==> src/rtl/inst_loader_pkg.sv <==
// Shared types and constants for the boot-time instruction loader.
// The state set gains CHK when LOADER_CHECKSUM_EN is defined.
package inst_loader_pkg;

  localparam int HDR_W = 16;
  localparam logic [15:0] NOP_WORD = 16'h0800;
  localparam logic [15:0] DEF_BASE_ADDR = 16'h0000;

  typedef enum logic [2:0] {
    S_IDLE,
    S_CNT_LO,
    S_CNT_HI,
    S_DAT_LO,
    S_DAT_HI,
    S_WRITE
`ifdef LOADER_CHECKSUM_EN
    ,
    S_CHK
`endif
  } state_e;

endpackage

==> src/rtl/inst_loader_pair.sv <==
// Low/high byte register pair shared by the count header and data words.
// pair_o pulses the cycle after the high byte lands, with word_o complete.
module byte_pair_assembler (
  input  logic        clk,
  input  logic        rst,
  input  logic        clr_i,
  input  logic        lo_we_i,
  input  logic        hi_we_i,
  input  logic [7:0]  byte_i,
  output logic [7:0]  lo_o,
  output logic [15:0] word_o,
  output logic        pair_o
);

  logic [7:0] lo_q;
  logic [7:0] hi_q;
  logic       pair_q;

  always_ff @(posedge clk or negedge rst) begin
    if (!rst) begin
      lo_q   <= '0;
      hi_q   <= '0;
      pair_q <= 1'b0;
    end else begin
      pair_q <= hi_we_i;
      if (clr_i) begin
        lo_q <= '0;
        hi_q <= '0;
      end
      if (lo_we_i) lo_q <= byte_i;
      if (hi_we_i) hi_q <= byte_i;
    end
  end

  assign lo_o   = lo_q;
  assign word_o = {hi_q, lo_q};
  assign pair_o = pair_q;

endmodule

==> src/rtl/inst_loader.sv <==
// Boot loader: UART byte stream -> instruction memory, CPU held meanwhile.
// LOADER_CHECKSUM_EN adds a trailing XOR checksum byte (CHK state).
module inst_loader
  import inst_loader_pkg::*;
#(
  parameter int unsigned       ADDR_W    = 16,
  parameter logic [ADDR_W-1:0] BASE_ADDR = ADDR_W'(DEF_BASE_ADDR),
  parameter int unsigned       MAX_WORDS = 64
) (
  input  logic              clk,
  input  logic              rst,
  input  logic              start,
  input  logic [7:0]        rx_data,
  input  logic              rx_valid,
  output logic              rx_ready,
  output logic [ADDR_W-1:0] mem_addr,
  output logic [15:0]       mem_wdata,
  output logic              mem_we,
  input  logic              mem_ack,
  output logic              busy,
  output logic              done,
  output logic              error,
  output logic [15:0]       words_loaded,
  output logic              cpu_hold
);

  localparam logic [HDR_W-1:0] MAX_CNT = HDR_W'(MAX_WORDS);

  state_e            state_q;
  logic              rx_ready_q;
  logic              mem_we_q;
  logic              busy_q;
  logic              done_q;
  logic              error_q;
  logic [ADDR_W-1:0] mem_addr_q;
  logic [15:0]       mem_wdata_q;
  logic [15:0]       words_q;
  logic [15:0]       words_d;
  logic [HDR_W-1:0]  count_q;
`ifdef LOADER_CHECKSUM_EN
  logic [7:0]        csum_q;
`endif

  logic        acc;
  logic        lo_we;
  logic        hi_we;
  logic        clr;
  logic [7:0]  asm_lo;
  logic [15:0] asm_word;
  logic        asm_pair;

  assign acc   = rx_valid && rx_ready_q;
  assign lo_we = acc && (state_q == S_CNT_LO || state_q == S_DAT_LO);
  assign hi_we = acc && (state_q == S_CNT_HI || state_q == S_DAT_HI);
  assign clr   = start && (state_q == S_IDLE);
  assign words_d = words_q + 16'd1;

  byte_pair_assembler u_pair (
    .clk     (clk),
    .rst     (rst),
    .clr_i   (clr),
    .lo_we_i (lo_we),
    .hi_we_i (hi_we),
    .byte_i  (rx_data),
    .lo_o    (asm_lo),
    .word_o  (asm_word),
    .pair_o  (asm_pair)
  );

  always_ff @(posedge clk or negedge rst) begin
    if (!rst) begin
      state_q     <= S_IDLE;
      rx_ready_q  <= 1'b0;
      mem_we_q    <= 1'b0;
      busy_q      <= 1'b0;
      done_q      <= 1'b0;
      error_q     <= 1'b0;
      mem_addr_q  <= BASE_ADDR;
      mem_wdata_q <= '0;
      words_q     <= '0;
      count_q     <= '0;
`ifdef LOADER_CHECKSUM_EN
      csum_q      <= '0;
`endif
    end else begin
      unique case (state_q)
        S_IDLE: begin
          if (start) begin
            state_q    <= S_CNT_LO;
            rx_ready_q <= 1'b1;
            busy_q     <= 1'b1;
            done_q     <= 1'b0;
            error_q    <= 1'b0;
            words_q    <= '0;
            mem_addr_q <= BASE_ADDR;
`ifdef LOADER_CHECKSUM_EN
            csum_q     <= '0;
`endif
          end
        end
        S_CNT_LO: begin
          if (acc) state_q <= S_CNT_HI;
        end
        S_CNT_HI: begin
          // header is judged once the assembler reports the full pair
          if (acc) begin
            rx_ready_q <= 1'b0;
          end else if (asm_pair) begin
            count_q <= asm_word;
            if (asm_word == '0) begin
`ifdef LOADER_CHECKSUM_EN
              state_q    <= S_CHK;
              rx_ready_q <= 1'b1;
`else
              state_q <= S_IDLE;
              busy_q  <= 1'b0;
              done_q  <= 1'b1;
`endif
            end else if (asm_word > MAX_CNT) begin
              state_q <= S_IDLE;
              busy_q  <= 1'b0;
              error_q <= 1'b1;
            end else begin
              state_q    <= S_DAT_LO;
              rx_ready_q <= 1'b1;
            end
          end
        end
        S_DAT_LO: begin
          if (acc) begin
            state_q <= S_DAT_HI;
`ifdef LOADER_CHECKSUM_EN
            csum_q  <= csum_q ^ rx_data;
`endif
          end
        end
        S_DAT_HI: begin
          if (acc) begin
            state_q     <= S_WRITE;
            rx_ready_q  <= 1'b0;
            mem_we_q    <= 1'b1;
            mem_wdata_q <= {rx_data, asm_lo};
`ifdef LOADER_CHECKSUM_EN
            csum_q      <= csum_q ^ rx_data;
`endif
          end
        end
        S_WRITE: begin
          if (mem_ack) begin
            mem_we_q   <= 1'b0;
            mem_addr_q <= mem_addr_q + ADDR_W'(1);
            words_q    <= words_d;
            if (words_d == count_q) begin
`ifdef LOADER_CHECKSUM_EN
              state_q    <= S_CHK;
              rx_ready_q <= 1'b1;
`else
              state_q <= S_IDLE;
              busy_q  <= 1'b0;
              done_q  <= 1'b1;
`endif
            end else begin
              state_q    <= S_DAT_LO;
              rx_ready_q <= 1'b1;
            end
          end
        end
`ifdef LOADER_CHECKSUM_EN
        S_CHK: begin
          if (acc) begin
            state_q    <= S_IDLE;
            rx_ready_q <= 1'b0;
            busy_q     <= 1'b0;
            done_q     <= (rx_data == csum_q);
            error_q    <= (rx_data != csum_q);
          end
        end
`endif
        default: state_q <= S_IDLE;
      endcase
    end
  end

  assign rx_ready     = rx_ready_q;
  assign mem_addr     = mem_addr_q;
  assign mem_wdata    = mem_wdata_q;
  assign mem_we       = mem_we_q;
  assign busy         = busy_q;
  assign done         = done_q;
  assign error        = error_q;
  assign words_loaded = words_q;
  assign cpu_hold     = busy_q;

endmodule

==> config.mk <==
export PLATFORM = sky130hd
export DESIGN_NAME = inst_loader
export DESIGN_NICKNAME = d
export VERILOG_FILES = /design/src/rtl/inst_loader_pkg.sv /design/src/rtl/inst_loader_pair.sv /design/src/rtl/inst_loader.sv
export SDC_FILE = /design/constraint.sdc
export NUM_CORES = 1
export LEC_CHECK = 0
export BUFFER_PORTS_ARGS = -buffer_cell sky130_fd_sc_hd__buf_2
export CAP_MARGIN = 10
export CORE_MARGIN = 8
export CORE_UTILIZATION = 57
export DETAILED_ROUTE_END_ITERATION = 8
export PLACE_DENSITY = 0.9
export SYNTH_ARGS = -nofsm -noshare
export SYNTH_HDL_FRONTEND = slang
export SYNTH_SLANG_ARGS = --single-unit
==> constraint.sdc <==
create_clock -name clk -period 5.4 [get_ports clk]
set_input_delay 1.08 -clock clk [delete_from_list [all_inputs] [get_ports clk]]
set_output_delay 1.08 -clock clk [all_outputs]
set_load 0.02 [all_outputs]
==> results of run 1 <==
[metal layers]
layer  wire [um]  global-route usage [%]  vias up
met5           0                       0        -
met4         195                    6.51        0
met3         871                    6.07       26
met2        5010                    31.7      170
met1        4410                    24.9     1758
li1            -                       -     1710
[cell usage in the layout (no fill, tap or decap), types with 2 or more instances in the layout]
| cell type | n |
|---|---|
| sky130_fd_sc_hd__o31ai_1 | 8 |
| sky130_fd_sc_hd__nor2b_1 | 3 |
| sky130_fd_sc_hd__inv_6 | 2 |
| sky130_fd_sc_hd__a21oi_1 | 16 |
| sky130_fd_sc_hd__buf_4 | 3 |
| sky130_fd_sc_hd__a31oi_1 | 3 |
| sky130_fd_sc_hd__nor3_1 | 9 |
| sky130_fd_sc_hd__xnor2_1 | 19 |
| sky130_fd_sc_hd__ha_1 | 2 |
| sky130_fd_sc_hd__nand2_1 | 45 |
| sky130_fd_sc_hd__mux2_2 | 32 |
| sky130_fd_sc_hd__inv_1 | 7 |
| sky130_fd_sc_hd__nand3b_1 | 3 |
| sky130_fd_sc_hd__and3_1 | 5 |
| sky130_fd_sc_hd__xor2_1 | 16 |
| sky130_fd_sc_hd__o221ai_1 | 2 |
| sky130_fd_sc_hd__and4_1 | 2 |
| sky130_fd_sc_hd__clkinvlp_4 | 2 |
| sky130_fd_sc_hd__a22o_1 | 10 |
| sky130_fd_sc_hd__dfrtp_1 | 89 |
| sky130_fd_sc_hd__a21o_1 | 3 |
| sky130_fd_sc_hd__nor4_1 | 8 |
| sky130_fd_sc_hd__clkbuf_8 | 10 |
| sky130_fd_sc_hd__or4_1 | 3 |
| sky130_fd_sc_hd__o21ai_0 | 38 |
| sky130_fd_sc_hd__or3_1 | 5 |
| sky130_fd_sc_hd__nand3_1 | 14 |
| sky130_fd_sc_hd__o22ai_1 | 4 |
| sky130_fd_sc_hd__nand4_1 | 15 |
| sky130_fd_sc_hd__nor2_1 | 33 |
| sky130_fd_sc_hd__a22oi_1 | 2 |
| sky130_fd_sc_hd__buf_2 | 65 |
| sky130_fd_sc_hd__mux2i_1 | 2 |
| sky130_fd_sc_hd__o2111ai_1 | 2 |
| sky130_fd_sc_hd__o41ai_1 | 3 |
| sky130_fd_sc_hd__a21boi_0 | 2 |
[cell type report]
| type | count | area [um2] |
|---|---|---|
| Fill cell | 595 | 2630 |
| Sequential cell | 89 | 2230 |
| Multi-Input combinational cell | 319 | 2090 |
| Timing Repair Buffer | 68 | 348 |
| Clock buffer | 11 | 141 |
| Tap cell | 102 | 128 |
| Clock inverter | 5 | 62.6 |
| Inverter | 7 | 26.3 |
[worst reg2reg max path: stages (launching register included)]
cell                      delay, ns
sky130_fd_sc_hd__dfrtp_1       0.50
sky130_fd_sc_hd__ha_1          0.36
sky130_fd_sc_hd__nand3_1       0.30
sky130_fd_sc_hd__nor4_1        0.62
sky130_fd_sc_hd__xnor2_1       0.19
sky130_fd_sc_hd__nand4_1       0.19
sky130_fd_sc_hd__nor4_1        0.44
sky130_fd_sc_hd__a21oi_1       0.12
[logic make-up after synthesis]
kind of cell	after synthesis
buffers and inverters	33
and+or+nand+nor	152
adders and majority gates	2
muxes	34
xor gates and xnor gates	35
AOI/OAI and AO/OA	96
DFF	89
[sequential cells by signal, summed over array words and instances, names as in the netlist, 3 cells and up]
| register | flops |
|---|---|
| words_loaded | 16 |
| u_pair.lo_o | 8 |
| count_q | 16 |
| mem_addr | 16 |
| u_pair.hi_q | 8 |
| mem_wdata | 16 |
| state_q | 3 |
[power by group through the flow]
stage / clock network, mW / logic [mW] / registers [mW]
3_3_place_gp: 0 / 0.781 / 1.05
6_report: 0.474 / 0.820 / 1.06
4_1_cts: 0.475 / 0.822 / 1.05
3_5_place_dp: 0 / 0.818 / 1.07
5_1_grt: 0.506 / 0.899 / 1.09
2_1_floorplan: 0 / 0.557 / 1.07
[worst paths after layout]
kind / endpoint / cells past startpoint
max reg2reg: rx_ready / 7
max in group asynchronous: words_loaded[5] / 1
min reg2reg: error / 2
min: error / 2
min in group asynchronous: words_loaded[7] / 1
max: rx_ready / 7
==> impl.org, run 1 <==
** Timing
- Max_slew headroom :: 29.2%
- For the pin with the worst max-slew slack, the measured transition is 1.06 ns.
- Worst-case hold slack :: 0.505 ns
- The number of endpoints with negative hold slack in the final report is 0.
- Static timing analysis puts the maximum clock frequency at 350 MHz.
- The number of max-slew violations in the final report is 0.
- Time the worst path needs with I/O delays and setup :: 2.86 ns
- Setup violations remaining at the end of the flow were counted as 0.
- Final Worst Setup Slack :: 2.54 ns
- For the final database, setup skew stands at 0.00958 ns.
- Of the available clock period, the critical path in the final layout requires 52.9%.
- Sum of negative setup slack :: 0 ns
- RSZ-0062 raised after global routing :: no

** Setup path
- Together, buffers and inverters on the worst path number 0.
- STA puts the critical path data arrival time at 3.09 ns.
- Peak per-stage delay on the critical path :: 0.62 ns
- The critical path is of the register to register type.
- For this design, the slowest cell found on the critical path is sky130_fd_sc_hd__nor4_1.
- Critical R2R Launch :: words_loaded[0]
- The signal on the critical path passes through ha_1 -> nand3_1 -> nor4_1 -> xnor2_1 -> nand4_1 -> nor4_1 -> a21oi_1.
- Startpoint of the most critical setup path :: words_loaded[0]
- Dominant cell type by count on the critical path :: sky130_fd_sc_hd__nor4_1
- Across all register-to-register paths, the minimum setup slack is 2.54 ns.
- Kind of launch point of the worst setup path :: register
- CP top delay family :: simple AND/OR/NAND/NOR gates
- Kind of end point of the critical path :: register
- Along the worst path, the maximum fanout reaches 8.
- Data on the critical path is required at its endpoint by 5.63 ns.

** Pwr
- Sequential cells account for 45.0% of the total power.
- Internal power comes to 1.43 mW.
- Of the total power, the share spent switching nets is 39.1%.
- Power per cell area :: 468 mW/mm2
- Summed over all nets, the switching power comes to 919 uW.
- Summing internal, switching and leakage power gives 2.35 mW.
- Portion of total power attributed to the clock network :: 20.1%
- In this run the static leakage power is 2.40 nW.
- In this run, the combinational gates consume 34.9% of the power.
- The worst-case IR drop observed on VDD is 300 uV.

** CTS
- Cts hold-fix bufs :: 0
- After clock tree synthesis, the clock-pin slew on the worst setup and hold paths is 0.09 ns.
- The tree built by TritonCTS fans out to 89 sinks.
- In this run the post-CTS setup repair buffer count came out at 0.
- In this run, post-CTS repair resized a total of 0 instances.
- CTS tree :: done
- CTS H-tree depth :: 3
- Clock latency at the later pin of the worst-skew pair :: 0.36 ns
- Buffer levels on the longest clock path :: 2
- Counting the buffers created by CTS gives 9.
- Root buffer cell :: sky130_fd_sc_hd__clkbuf_8

** Detailed routing
- The routed layout has 3664 vias.
- The routed design has 10.5 mm of wire.
- Average detailed-routed wire length per instance :: 17.5 um
- Violation count after the first detailed-routing iteration :: 335
- Dividing the detail-routed via count by the number of cells gives 6.10.
- After detailed routing, the number of remaining DRC violations is 0.
- Number of detailed-routing iterations run before antenna repair :: 5
- The count of nets left with antenna violations once routing finished came out at 0.

** Floorplanning
- The floorplan step defined a core boundary enclosing 0.00765 mm2.
- Width of the die :: 104 um
- Starting utilization of the core area :: 58.3%
- Number of I/O pins :: 67
- The floorplan step set the die height to 104 um.
- Rows :: 32
- The die covers 0.0109 mm2.

** Logic synthesis
- Post-synthesis instance area :: 0.00446 mm2
- The synthesized design contains 0 enable-type register cells.
- Yosys instantiated no cell more often than sky130_fd_sc_hd__dfrtp_1.
- Unique masters post-synth :: 46
- Adder and majority cell fraction of the synthesized area :: 0.561%
- Ranked by total cell area, the synthesized netlist is headed by sky130_fd_sc_hd__dfrtp_1 50%, sky130_fd_sc_hd__mux2_2 8.1%, sky130_fd_sc_hd__o21ai_0 4.3%.
- Top flip-flop cell by instance count after synthesis :: sky130_fd_sc_hd__dfrtp_1
- Main combinational cell family by area after synthesis :: simple AND/OR/NAND/NOR gates
- Yosys warning count :: 0
- After synthesis, the mean cell area works out to 10.1 um2.
- Counting flops and latches in the post-synthesis netlist gives 89.
- Share of synthesized registers carrying an async set or reset :: 100%
- After Yosys synthesis, and, or, nand and nor cells account for 17.4% of the synthesized area.
- Xor/xnor share of the synthesized area :: 6.87%
- Sequential share of the synthesized area :: 49.9%
- Area fraction of the dominant cell type after synthesis :: 49.9%
- Share of cell area taken by muxes after synthesis :: 8.52%
- Cells after synthesis :: 441
- Summing the areas of all compound-gate instances in the mapped netlist gives 13.5% of the synthesized area.
- The number of nets handed over by synthesis was 456.
- By count the netlist is led by 89 x sky130_fd_sc_hd__dfrtp_1, 45 x sky130_fd_sc_hd__nand2_1, 38 x sky130_fd_sc_hd__o21ai_0.
- sky130_fd_sc_hd__dfrtp_1 takes more of the synthesized area than any other cell.

** Min path
- The startpoint identified for the worst hold timing path is error.
- The tightest min-delay check is of the register to register type.

** Placed design
- Port buffering added 66 buffers.
- Placement-stage worst setup slack :: 2.20 ns
- Placed cell area :: 0.00482 mm2
- The number of placed instances, taps included, is 585.
- DP HPWL :: 7.54 mm
- Routability-driven placement congestion ratio :: 0.878

** GRT
- Entering global routing, the biggest net connects 90 pins.
- Initial antenna violation count :: 0
- The first global-routing pass estimated 17.9 mm of wire.
- Across every metal layer, demand over resource in global routing totals 19.8%.
- The number of global-route vias before repair was 3605.
- For this run the aggregate overflow at the end of global routing stands at 0.

** Run
- Number of maximum-capacitance constraint violations :: 0

** Finish
- Non-Filler Instances :: 601
- Final design area excluding fillers :: 0.00502 mm2
- The final layout contains 509 nets.
- Share of layout cells above drive strength 1 :: 23.6%
- At the end of the flow the core is filled with cells to 65.7%.
- Area delta synth->final :: 12.6%
- Final antenna diode count :: 0

** Run status
- Run status :: completed
Power figures use the tool's default switching activity.
==> run 2: changes to the inputs <==
--- a/config.mk
+++ b/config.mk
@@ -5,12 +5,13 @@
 export SDC_FILE = /design/constraint.sdc
 export NUM_CORES = 1
 export LEC_CHECK = 0
+export ABC_AREA = 1
 export BUFFER_PORTS_ARGS = -buffer_cell sky130_fd_sc_hd__buf_2
 export CAP_MARGIN = 10
 export CORE_MARGIN = 8
 export CORE_UTILIZATION = 57
 export DETAILED_ROUTE_END_ITERATION = 8
-export PLACE_DENSITY = 0.9
+export PLACE_DENSITY = 0.89
 export SYNTH_ARGS = -nofsm -noshare
 export SYNTH_HDL_FRONTEND = slang
 export SYNTH_SLANG_ARGS = --single-unit
==> constraint.sdc (replaced) <==
create_clock -name clk -period 2.7 [get_ports clk]
set_input_delay 0.54 -clock clk [delete_from_list [all_inputs] [get_ports clk]]
set_output_delay 0.54 -clock clk [all_outputs]
set_load 0.02 [all_outputs]
==> run 2 against run 1 <==
  * Critical path depth is 7 higher
  * Sequential cell count is the same
  * Combinational power rose by 120%
  * Via count rose by 13%
  * Utilization decreased by 0.18 points
  * Clock-buffer cell count shrank 1
  * Critical endpoint is now state_q[1]
==> impl.org, run 2 <==
** Timing
- Sum of negative setup slack :: 0 ns (unchanged)
- Final Max Slew Viols :: 0 (unchanged)
- Setup repair after global routing left no endpoint under its margin.
- Max_slew headroom :: 47.5% (+18 points)
- FMAX :: 452 MHz (+29%)
- The worst slack on hold paths was 0.185 ns (-0.319 ns).
- The number of setup violations in the final report came to 0 (unchanged).
- Final Hold Fails :: 0 (unchanged)
- The pin slew with the least headroom to its limit came to 0.785 ns (-0.277 ns).
- The final worst clock skew was 0.0126 ns (+0.00302 ns).
- The portion of the clock cycle consumed by the worst path in the final layout was 81.9% (+29 points).
- Time the worst path needs with I/O delays and setup :: 2.21 ns (-0.648 ns)

** Finish
- The top cell types in the final layout, fill and taps aside, are 144 x sky130_fd_sc_hd__nand2_1, 89 x sky130_fd_sc_hd__dfrtp_1, 81 x sky130_fd_sc_hd__inv_1, 65 x sky130_fd_sc_hd__buf_2, 48 x sky130_fd_sc_hd__o21ai_0.
- The number of nets in the finished design is 660 (+30%).
- Area delta synth->final :: 13.1%
- Share of layout cells above drive strength 1 :: 18.9% (-4.7 points)
- The library cell used most frequently in the layout, excluding fill and tap cells, is sky130_fd_sc_hd__nand2_1.
- The antenna diode count is 0 (unchanged).

** Setup path
- Endpoint of the worst setup timing path :: state_q[1]
- The worst register-to-register path begins at words_loaded[0].
- Critical Path RT :: 2.96 ns (-2.67 ns)
- End of the worst register-to-register path :: state_q[1]
- Worst setup path category :: register to register
- R2R setup slack :: 0.49 ns (-2.05 ns)
- The worst setup path is captured at a register.
- STA classifies the critical path startpoint as a register.
- Path depth of the worst reg2reg path :: 14 (+7)
- The maximum fanout count along the critical path came to 8 (unchanged).
- The most critical setup path has its startpoint at words_loaded[0].
- Data arrival time of the critical path :: 2.47 ns (-0.62 ns)

** Logic synthesis
- Area fraction of the dominant cell type after synthesis :: 47.5% (-2.4 points)
- Number of nets produced by synthesis :: 592 (+30%)
- The number of different library cells in the post-synthesis netlist came to 41 (-11%).
- The number of synthesized flops with an enable pin was 0 (unchanged).
- The average cell area after synthesis came to 8.12 um2 (-20%).
- Top cells by area, synth :: sky130_fd_sc_hd__dfrtp_1 48%, sky130_fd_sc_hd__nand2_1 12%, sky130_fd_sc_hd__inv_1 6.5%
- The share of synthesized flip-flops with an asynchronous set or reset is 100% (unchanged).
- Cells after synthesis :: 577 (+31%)
- sky130_fd_sc_hd__nand2_1 is the most common cell in the netlist.
- The number of warning messages in the yosys log is 0 (unchanged).
- Sequential share of the synthesized area :: 47.5% (-2.4 points)
- After synthesis, the most frequently instantiated cells are 144 x sky130_fd_sc_hd__nand2_1, 89 x sky130_fd_sc_hd__dfrtp_1, 81 x sky130_fd_sc_hd__inv_1.
- Top flip-flop cell by instance count after synthesis :: sky130_fd_sc_hd__dfrtp_1
- The area of the mapped netlist is 0.00469 mm2 (+5.0%).
- Synthesized flop and latch total :: 89 (unchanged)
- Yosys top cell by area :: sky130_fd_sc_hd__dfrtp_1

** GRT
- The largest net degree at the start of global routing came to 52 (-42%).
- Initial antenna violation count :: 0 (unchanged)
- Gr ovfl total :: 0 (unchanged)
- Global router's overall resource usage :: 21.1% (+1.3 points)
- The first-pass GRT wire length was 19.5 mm (+9.1%).
- The number of global-route vias before repair is 4058 (+13%).

** Pwr
- The total power per unit cell area was 866 mW/mm2 (+85%).
- Maximum ir drop on the vdd rail :: 675 uV (+130%)
- Leakage power of the design :: 2.66 nW (+11%)

** Detailed routing
- The total DRC errors in the routed layout is 0 (unchanged).
- Via count :: 4141 (+13%)
- Vias per cell :: 5.48 (-10%)
- Number of detailed-routing iterations run before antenna repair :: 5 (unchanged)
- The average detailed-routed wire length per instance came to 15.2 um (-13%).
- Total wirelength of the detailed-routed design :: 11.5 mm (+9.6%)
- The remaining antenna violation count after routing is 0 (unchanged).
- The DRC marker count from the first detailed-route iteration is 216 (-36%).

** Floorplanning
- The row count is 33 (+3.1%).
- The die area is 0.0114 mm2 (+4.3%).
- The starting density of the core is 57.9% (-0.43 points).
- Floorplan die height :: 107 um (+2.1%)
- The horizontal die dimension was 107 um (+2.1%).
- The boundary pin count was 67 (unchanged).
- The core area was 0.00809 mm2 (+5.8%).

** CTS
- Root buffer cell :: sky130_fd_sc_hd__clkbuf_8
- CTS H-tree depth :: 3 (unchanged)
- The number of cells upsized or downsized after cts came to 0 (unchanged).
- Buffer levels on the longest clock path :: 2 (unchanged)
- TritonCTS built the clock tree.
- Buffers inserted by post-CTS timing repair :: 0 (unchanged)
- The clock net sink count was 89 (unchanged).
- Num CTS Buffers :: 9 (unchanged)
- The clock edge transition at the registers on the reported setup and hold paths was 0.10 ns (about the same).
- Clock latency at the later pin of the worst-skew pair :: 0.37 ns (about the same)
- The number of buffers inserted for hold repair after clock tree synthesis was 0 (unchanged).

** Placed design
- Routability-driven placement congestion ratio :: 0.925 (+5.3%)
- Quantity of I/O buffers inserted on ports :: 66 (unchanged)
- DP HPWL :: 8.55 mm (+13%)

** Min path
- Class of the worst hold path :: input pin to asynchronous set/reset pin

** Run
- Number of maximum-capacitance constraint violations :: 0 (unchanged)

** Run status
- Run status :: completed
-- run 2: cell types whose count changed after synthesis, sizes merged, moves of 11 or more --
| cell | change |
|---|---|
| clkbuf | -12 |
| inv | +79 |
| mux2 | -32 |
| nand2 | +106 |
| nand3 | +36 |
| nor2 | +17 |
| o21ai | +11 |
| o22ai | +23 |
| xnor2 | -16 |
| xor2 | -14 |
-- run 2: stage by stage --
stage	instances	worst slack, ns	power (mW)	utilization, %	instance area, um2
CTS	755	0.497	4.61	65.5	5300
detailed placement	739	0.557	3.75	63.3	5120
floorplan	577	0.732	3.22	-	4690
global placement	739	0.557	3.70	63.3	5120
global route	755	0.269	4.94	65.5	5300
finish	755	0.490	4.59	65.5	5300
-- run 2: how the worst min path moves through the flow --
stage,from,slack (ns),depth (start not counted),end
3_5_place_dp,done,0.46,2,done
3_3_place_gp,done,0.46,2,done
5_1_grt,rst,0.23,1,mem_wdata[5]
4_1_cts,rst,0.20,1,mem_wdata[5]
6_report,rst,0.19,1,mem_wdata[5]
2_1_floorplan,rst,0.24,0,busy
-- run 2: area by class of cell --
type	count	area, um2
Clock buffer	10	128
Clock inverter	6	47.5
Fill cell	718	2790
Inverter	87	345
Multi-Input combinational cell	390	2060
Sequential cell	89	2230
Tap cell	105	131
Timing Repair Buffer	68	360
-- run 2: power by group --
| group | total [mW] | switching, mW | internal, mW | leakage (nW) |
|---|---|---|---|---|
| Clock | 0.852 | 0.507 | 0.345 | 0.0877 |
| Combinational | 1.79 | 1.17 | 0.616 | 1.39 |
| Sequential | 1.95 | 0.262 | 1.69 | 1.19 |
-- run 2: cells by family (layout without fill, tap and decap cells) --
group,count (synthesis),in the layout,share of synthesized area [%]
adders and majority gates,2,2,0.534
buffers and inverters,98,171,8.52
xor gates and xnor gates,6,6,1.41
and+or+nand+nor,285,285,30.4
DFF,89,89,47.5
AOI/OAI and AO/OA,97,97,11.6
-- run 2: worst max-delay path: stages (launching register included) --
cell	delay (ns)
sky130_fd_sc_hd__dfrtp_1	0.52
sky130_fd_sc_hd__ha_1	0.24
sky130_fd_sc_hd__nand2_1	0.13
sky130_fd_sc_hd__nor2_4	0.21
sky130_fd_sc_hd__nand2_1	0.11
sky130_fd_sc_hd__nand3b_1	0.11
sky130_fd_sc_hd__nand2_1	0.07
sky130_fd_sc_hd__nor2_2	0.09
sky130_fd_sc_hd__nand3_2	0.09
sky130_fd_sc_hd__nor2_4	0.13
sky130_fd_sc_hd__nand3_2	0.11
sky130_fd_sc_hd__nand2_4	0.09
sky130_fd_sc_hd__nand3_1	0.07
sky130_fd_sc_hd__nand2_1	0.07
sky130_fd_sc_hd__nand2_1	0.05
-- run 2: per-layer routing --
metal	global-route usage (%)	part of all wire, %
met1	27.3	42
met2	32.9	47
met3	5.64	7.6
met4	8.84	2.8
met5	0	0
